<file path="src/rtl/bram_read_streamer_if.sv">
// Port bundle for bram_read_streamer: request, BRAM port-B read path and output stream.
// master = streamer side, slave = the environment (request source, BRAM, stream sink).
interface bram_read_streamer_if #(
  parameter int RAM_WIDTH = 32,
  parameter int RAM_DEPTH = 256
);
  localparam int ADDR_W = $clog2(RAM_DEPTH);

  // request
  logic                 start_in;
  logic [ADDR_W-1:0]    base_addr_in;
  logic [ADDR_W:0]      len_in;
  logic                 busy_out;
  logic                 done_out;
  // BRAM port B
  logic                 enb_out;
  logic [ADDR_W-1:0]    addrb_out;
  logic [RAM_WIDTH-1:0] dob_in;
  // output stream
  logic [RAM_WIDTH-1:0] data_out;
  logic                 valid_out;
  logic                 ready_in;
  logic                 last_out;

  modport master (
    input  start_in, base_addr_in, len_in, dob_in, ready_in,
    output busy_out, done_out, enb_out, addrb_out, data_out, valid_out, last_out
  );

  modport slave (
    output start_in, base_addr_in, len_in, dob_in, ready_in,
    input  busy_out, done_out, enb_out, addrb_out, data_out, valid_out, last_out
  );
endinterface

</file>
<file path="src/rtl/bram_read_streamer.sv">
// Reads a contiguous, wrapping address range from a BRAM read port (1-cycle
// registered read) and presents it as a valid/ready stream. A 2-entry output
// FIFO absorbs the read latency; reads are only issued when the FIFO is
// guaranteed room for the returning word, so backpressure never loses data.
module bram_read_streamer #(
  parameter int RAM_WIDTH = 32,
  parameter int RAM_DEPTH = 256
) (
  input  logic                  clk_in,
  input  logic                  rst_in,
  bram_read_streamer_if.master  bus
);
  localparam int ADDR_W = $clog2(RAM_DEPTH);
  localparam int CNT_W  = ADDR_W + 1;

  typedef enum logic [1:0] {IDLE, RUN, DONE} state_e;

  typedef struct packed {
    logic                 last;
    logic [RAM_WIDTH-1:0] data;
  } entry_t;

  state_e            state_q, state_d;
  logic [ADDR_W-1:0] base_q;
  logic [CNT_W-1:0]  len_q;
  logic [CNT_W-1:0]  issued_q;
  logic              inflight_q;       // a read was issued last cycle; dob_in is valid now
  logic              inflight_last_q;  // that read was the final index of the request

  entry_t            fifo_q [2];
  logic              wr_ptr_q, rd_ptr_q;
  logic [1:0]        count_q;

  entry_t            head;
  logic              pop, push, enb, issue_last, accept;
  logic [2:0]        occ;

  assign head   = fifo_q[rd_ptr_q];
  assign pop    = (count_q != 2'd0) && bus.ready_in;
  assign push   = inflight_q;
  assign accept = (state_q == IDLE) && bus.start_in;

  // Occupancy after this cycle's pop, counting the word still on its way back.
  // pop implies count_q >= 1, so this never underflows.
  assign occ = {1'b0, count_q} + {2'b00, inflight_q} - {2'b00, pop};

  // One read per cycle while words remain and the returning word is sure to fit.
  assign enb        = (state_q == RUN) && (issued_q < len_q) && (occ < 3'd2);
  assign issue_last = (issued_q == len_q - CNT_W'(1));

  assign bus.enb_out   = enb;
  assign bus.addrb_out = base_q + issued_q[ADDR_W-1:0];  // natural wrap modulo RAM_DEPTH
  assign bus.valid_out = (count_q != 2'd0);
  assign bus.data_out  = head.data;
  assign bus.last_out  = bus.valid_out && head.last;
  assign bus.busy_out  = (state_q == RUN);
  assign bus.done_out  = (state_q == DONE);

  // State register.
  always_ff @(posedge clk_in or posedge rst_in) begin
    if (rst_in) state_q <= IDLE;
    else        state_q <= state_d;
  end

  // Next-state: zero-length requests go straight to DONE; RUN ends when the last word leaves.
  always_comb begin
    state_d = state_q;
    case (state_q)
      IDLE: if (bus.start_in) state_d = (bus.len_in == '0) ? DONE : RUN;
      RUN:  if (pop && head.last) state_d = DONE;
      DONE: state_d = IDLE;
      default: state_d = IDLE;
    endcase
  end

  // Request capture and read issue counter; start is ignored outside IDLE.
  always_ff @(posedge clk_in or posedge rst_in) begin
    if (rst_in) begin
      base_q          <= '0;
      len_q           <= '0;
      issued_q        <= '0;
      inflight_q      <= 1'b0;
      inflight_last_q <= 1'b0;
    end else begin
      inflight_q      <= enb;
      inflight_last_q <= enb && issue_last;
      if (accept) begin
        base_q   <= bus.base_addr_in;
        len_q    <= bus.len_in;
        issued_q <= '0;
      end else if (enb) begin
        issued_q <= issued_q + CNT_W'(1);
      end
    end
  end

  // Output FIFO: capture the returning BRAM word, release the head on handshake.
  // Issue gating keeps count_q <= 2, so a push never finds the FIFO full.
  always_ff @(posedge clk_in or posedge rst_in) begin
    if (rst_in) begin
      for (int i = 0; i < 2; i++) fifo_q[i] <= '0;
      wr_ptr_q <= 1'b0;
      rd_ptr_q <= 1'b0;
      count_q  <= 2'd0;
    end else begin
      if (push) begin
        fifo_q[wr_ptr_q] <= '{last: inflight_last_q, data: bus.dob_in};
        wr_ptr_q         <= ~wr_ptr_q;
      end
      if (pop) rd_ptr_q <= ~rd_ptr_q;
      case ({push, pop})
        2'b10:   count_q <= count_q + 2'd1;
        2'b01:   count_q <= count_q - 2'd1;
        default: count_q <= count_q;
      endcase
    end
  end
endmodule

</file>
<file path="src/flat_wrapper.sv">
// flat-port wrapper written by rule: the top's interface ports become plain ports
module bram_read_streamer_flat 
#(
  parameter int RAM_WIDTH = 32,
  parameter int RAM_DEPTH = 256
)
  (clk_in, rst_in, bus_start_in, bus_base_addr_in, bus_len_in, bus_dob_in, bus_ready_in, bus_busy_out, bus_done_out, bus_enb_out, bus_addrb_out, bus_data_out, bus_valid_out, bus_last_out);
  bram_read_streamer_if #(.RAM_WIDTH(RAM_WIDTH), .RAM_DEPTH(RAM_DEPTH)) bus_i ();
  input  logic clk_in;
  input  logic rst_in;
  input wire logic [$bits(bus_i.start_in)-1:0] bus_start_in;
  input wire logic [$bits(bus_i.base_addr_in)-1:0] bus_base_addr_in;
  input wire logic [$bits(bus_i.len_in)-1:0] bus_len_in;
  input wire logic [$bits(bus_i.dob_in)-1:0] bus_dob_in;
  input wire logic [$bits(bus_i.ready_in)-1:0] bus_ready_in;
  output wire logic [$bits(bus_i.busy_out)-1:0] bus_busy_out;
  output wire logic [$bits(bus_i.done_out)-1:0] bus_done_out;
  output wire logic [$bits(bus_i.enb_out)-1:0] bus_enb_out;
  output wire logic [$bits(bus_i.addrb_out)-1:0] bus_addrb_out;
  output wire logic [$bits(bus_i.data_out)-1:0] bus_data_out;
  output wire logic [$bits(bus_i.valid_out)-1:0] bus_valid_out;
  output wire logic [$bits(bus_i.last_out)-1:0] bus_last_out;
  assign bus_i.start_in = bus_start_in;
  assign bus_i.base_addr_in = bus_base_addr_in;
  assign bus_i.len_in = bus_len_in;
  assign bus_i.dob_in = bus_dob_in;
  assign bus_i.ready_in = bus_ready_in;
  assign bus_busy_out = bus_i.busy_out;
  assign bus_done_out = bus_i.done_out;
  assign bus_enb_out = bus_i.enb_out;
  assign bus_addrb_out = bus_i.addrb_out;
  assign bus_data_out = bus_i.data_out;
  assign bus_valid_out = bus_i.valid_out;
  assign bus_last_out = bus_i.last_out;
  bram_read_streamer #(.RAM_WIDTH(RAM_WIDTH), .RAM_DEPTH(RAM_DEPTH)) u_core (.clk_in(clk_in), .rst_in(rst_in), .bus(bus_i));
endmodule
</file>
<file path="config.mk">
export PLATFORM = sky130hd
export DESIGN_NAME = bram_read_streamer_flat
export DESIGN_NICKNAME = d
export VERILOG_FILES = /design/src/rtl/bram_read_streamer_if.sv /design/src/rtl/bram_read_streamer.sv /design/src/flat_wrapper.sv
export SDC_FILE = /design/constraint.sdc
export NUM_CORES = 1
export LEC_CHECK = 0
export BUFFER_PORTS_ARGS = -buffer_cell sky130_fd_sc_hd__buf_2
export CORE_MARGIN = 1.5
export CORE_UTILIZATION = 50
export DETAILED_ROUTE_END_ITERATION = 8
export HOLD_SLACK_MARGIN = 0.1
export PLACE_DENSITY = 0.8
export SYNTH_ARGS = -nofsm -noshare
export SYNTH_HDL_FRONTEND = slang
export SYNTH_SLANG_ARGS = --single-unit
</file>
<file path="constraint.sdc">
create_clock -name clk_in -period 4.1 [get_ports clk_in]
set_clock_uncertainty 0.05 [all_clocks]
set_input_delay 0.205 -clock clk_in [delete_from_list [all_inputs] [get_ports clk_in]]
set_output_delay 0.205 -clock clk_in [all_outputs]
set_load 0.1 [all_outputs]
</file>
==> results.py <==
metrics = {
    "run_status": {
        "outcome": "finished, final reports clean",
    },
    "place": {
        "dp_hpwl_mm": 7.447,
        "io_buffer_count": 97,
        "placed_cells": 654,
        "finalWeightedCongestion": 0.8406,
    },
    "global_routing": {
        "grt_use_total_pct": 21.82,
        "grt_antenna_before_repair": 0,
        "grt_max_degree": 67,
        "met1_usage_pct": 27.51,
        "grt_first_pass_wirelength_mm": 19.13,
        "grtUsageMet3_pct": 3.008,
        "grt_pass1_vias": 4023,
        "use_met2_pct": 38.41,
        "grt_overflow": 0,
        "top_usage_layer": "met2",
    },
    "layout": {
        "multi_input_area_um2": 2451,
        "fin_nets": 659,
        "ff_latch_area_um2": 2502,
        "antenna_cells": 0,
        "fin_cells": 722,
        "syn_to_final_growth_pct": 26.26,
        "nFillCells": 749,
        "drive_above_1_share_pct": 37.69,
    },
    "cts": {
        "h-tree-depth": 3,
        "path_clk_slew_ns": 0.10,
        "clockRootBuffer": "clkbuf_8",
        "numCtsBuffers": 9,
        "clock_latency_ns": 0.36,
        "cts_tree": "done",
        "clock-sinks": 100,
        "cts_buffer_depth": 2,
        "post-cts-setup-buffer-count": 0,
    },
    "routing": {
        "vias": 3826,
        "vias_per_cell": 5.299,
        "drtAntennaViolNets": 0,
        "drtIter0Drc": 151,
        "drc_errors": 0,
        "dr.pass1.iters": 4,
        "routed_wl_mm": 11.41,
        "wire_per_inst_um": 15.80,
    },
    "worst_setup_path": {
        "start_kind": "flip-flop",
        "crit_chain": "nor2_1 -> inv_1 -> nand2_1 -> inv_1 -> ha_1 -> nand2b_1 -> fa_1 -> xor2_1 -> a2111oi_4 -> inv_2 -> nor2_4 -> buf_2",
        "arrival_ns": 3.44,
        "worstSetupEndpointType": "output port",
        "crit_path_frequent_cell": "inv_1",
        "max_stage_delay_ns": 0.46,
        "cp_top_family": "buffers and inverters",
        "crit_buf_inv": 4,
        "required_ns": 3.85,
        "worstPathMaxFanout": 6,
        "path_class": "flip-flop to output port",
        "crit_slowest_cell": "buf_2",
    },
    "yosys": {
        "synth_cell_types": 46,
        "ys_ff_latch": 100,
        "syn-cell-area_um2": 5099,
        "netlist_instances": 436,
        "synth_flop_cell": "dfrtp_1",
        "synth-async-reset-ratio_pct": 100.0,
        "ys_seq_area_share_pct": 49.08,
        "post_synth.cell_area_avg_um2": 11.69,
        "synth_enable_flop_cells": 0,
        "yosys_warnings": 0,
        "syn-num-nets": 511,
    },
    "sta": {
        "tightestPinTransition_ns": 1.140,
        "finalSetupViolations": 0,
        "drv_slew": 0,
        "hold_violations": 0,
        "finalSetupTns_ns": 0,
        "rsz0062_at_grt": "no",
        "fmax_mhz": 270.9,
        "slew-limit-headroom_pct": 23.98,
        "min_period_ns": 3.692,
        "finalCritPeriodShare_pct": 90.04,
    },
    "floorplanning": {
        "core-area_um2": 9819,
        "die_y_um": 104.0,
        "dieArea_um2": 10810,
        "ioPinCount": 98,
        "die_width_um": 104.0,
        "initial_core_util_pct": 51.92,
        "rows": 36,
    },
    "flow_run": {
        "max_cap_viol_count": 0,
    },
    "hold_path": {
        "hp-class": "flip-flop to flip-flop",
    },
}
path summary, 6_finish.rpt:
| kind | startpoint | to | cells after the start | slack [ns] |
|---|---|---|---|---|
| min in group asynchronous | rst_in | u_core.fifo_q[3] | 3 | 0.51 |
| hold reg to reg | u_core.state_q[1] | u_core.state_q[1] | 1 | 0.43 |
| max in group asynchronous | rst_in | u_core.fifo_q[56] | 4 | 2.54 |
| setup / recovery | u_core.count_q[1] | bus_enb_out | 12 | 0.41 |
| setup reg to reg | u_core.count_q[1] | u_core.inflight_last_q | 12 | 1.00 |
| hold / removal | u_core.state_q[1] | u_core.state_q[1] | 1 | 0.43 |
cell usage after synthesis (2+ instances only):
master | count | area [µm²]
buf_1 | 6 | 22.52
fa_1 | 2 | 40.04
xnor2_1 | 19 | 166.4
nor2_1 | 18 | 67.56
nand4_1 | 3 | 18.77
o21ai_0 | 14 | 70.07
nor3_1 | 4 | 20.02
nor2b_1 | 2 | 12.51
clkbuf_1 | 11 | 41.29
a31oi_1 | 3 | 18.77
nor4_1 | 4 | 25.02
inv_1 | 22 | 82.58
o211ai_1 | 2 | 15.01
ha_1 | 20 | 250.2
nand3_1 | 7 | 35.03
mux2_2 | 98 | 1104
xor2_1 | 5 | 43.79
a31o_1 | 3 | 26.28
o21a_1 | 3 | 22.52
nand2_1 | 53 | 198.9
nand2b_1 | 4 | 25.02
mux2i_1 | 5 | 50.05
a21oi_1 | 6 | 30.03
dfrtp_1 | 100 | 2502
layout make-up:
type	count	area share (%)
sequential	100	38.87
tap	133	2.585
clock inverter	6	0.8941
inverter	23	1.380
timing repair buffer	154	16.21
clock buffer	10	1.983
multi-input combinational	296	38.08
layout by cell type (no fill, tap or decap), types with 2 or more instances in the layout:
master         netlist  layout
dfrtp_1            100     100
o211ai_1             2       2
ha_1                20      20
a31oi_1              3       3
mux2i_1              5       5
nor3_1               4       4
buf_4                0       5
nand4_1              3       3
a21oi_1              6       6
mux2_2              98      98
fa_1                 2       2
nor2b_1              2       2
buf_2                0      97
xor2_1               5       5
dlygate4sd3_1        0      52
inv_1               22      21
nand2_1             53      53
o21ai_0             14      14
nor2_1              18      18
nor4_1               4       4
nand2b_1             4       4
nand3_1              7       7
clkinv_4             0       4
clkbuf_8             0       9
o21a_1               3       3
xnor2_1             19      19
inv_8                0       2
a31o_1               3       3
per-stage QoR:
step / instance area [µm²] / hold slack [ns] / worst slack [ns] / utilization, %
3_5_place_dp: 5732 / 0.3496 / 0.7846 / 58.37
4_1_cts: 6437 / 0.4328 / 0.3668 / 65.56
6_report: 6437 / 0.4307 / 0.4084 / 65.56
3_3_place_gp: 5732 / 0.3442 / 0.8884 / 58.37
5_1_grt: 6437 / 0.4545 / 0.2284 / 65.56
2_1_floorplan: 5104 / 0.2604 / 0.1883 / -
worst register-to-register path: cells and delay by family (launching register included):
kind | cells | cell delay, ns
xor+xnor | 1 | 0.18
simple gates | 4 | 0.57
fa+ha+maj | 2 | 0.73
flops | 1 | 0.45
buf+inv | 3 | 0.37
compound gates | 2 | 0.63
timing repair:
item                      CTS  global route
hold buffers               52             0
resized for setup           0             0
hold endpoints to repair  148             0
sequential cells by signal, indices dropped and copies added (netlist names):
| signal | flops |
|---|---|
| u_core.inflight_q | 1 |
| u_core.wr_ptr_q | 1 |
| u_core.base_q | 8 |
| u_core.rd_ptr_q | 1 |
| u_core.state_q | 2 |
| u_core.len_q | 9 |
| u_core.inflight_last_q | 1 |
| u_core.fifo_q | 66 |
| u_core.count_q | 2 |
| u_core.issued_q | 9 |
metal layers:
layer | vias up | part of all wire (%)
li1 | 1801 | -
met1 | 1895 | 43
met2 | 114 | 51
met3 | 16 | 4.0
met4 | 0 | 2.0
met5 | - | 0
cell families (layout without fill, tap and decap cells):
family / after synthesis / count (layout) / synth area share [%]
adder cells (fa/ha/maj): 22 / 22 / 5.693
AO/OA/AOI/OAI: 42 / 42 / 5.694
buffers and inverters: 40 / 193 / 2.945
flip-flops: 100 / 100 / 49.08
AND/OR/NAND/NOR: 105 / 105 / 9.840
multiplexers: 103 / 103 / 22.63
XOR/XNOR: 24 / 24 / 4.123
Power is left out: the tool's default activity adds up to more than one toggle a clock period on the data nets, which glitch-free logic cannot reach.
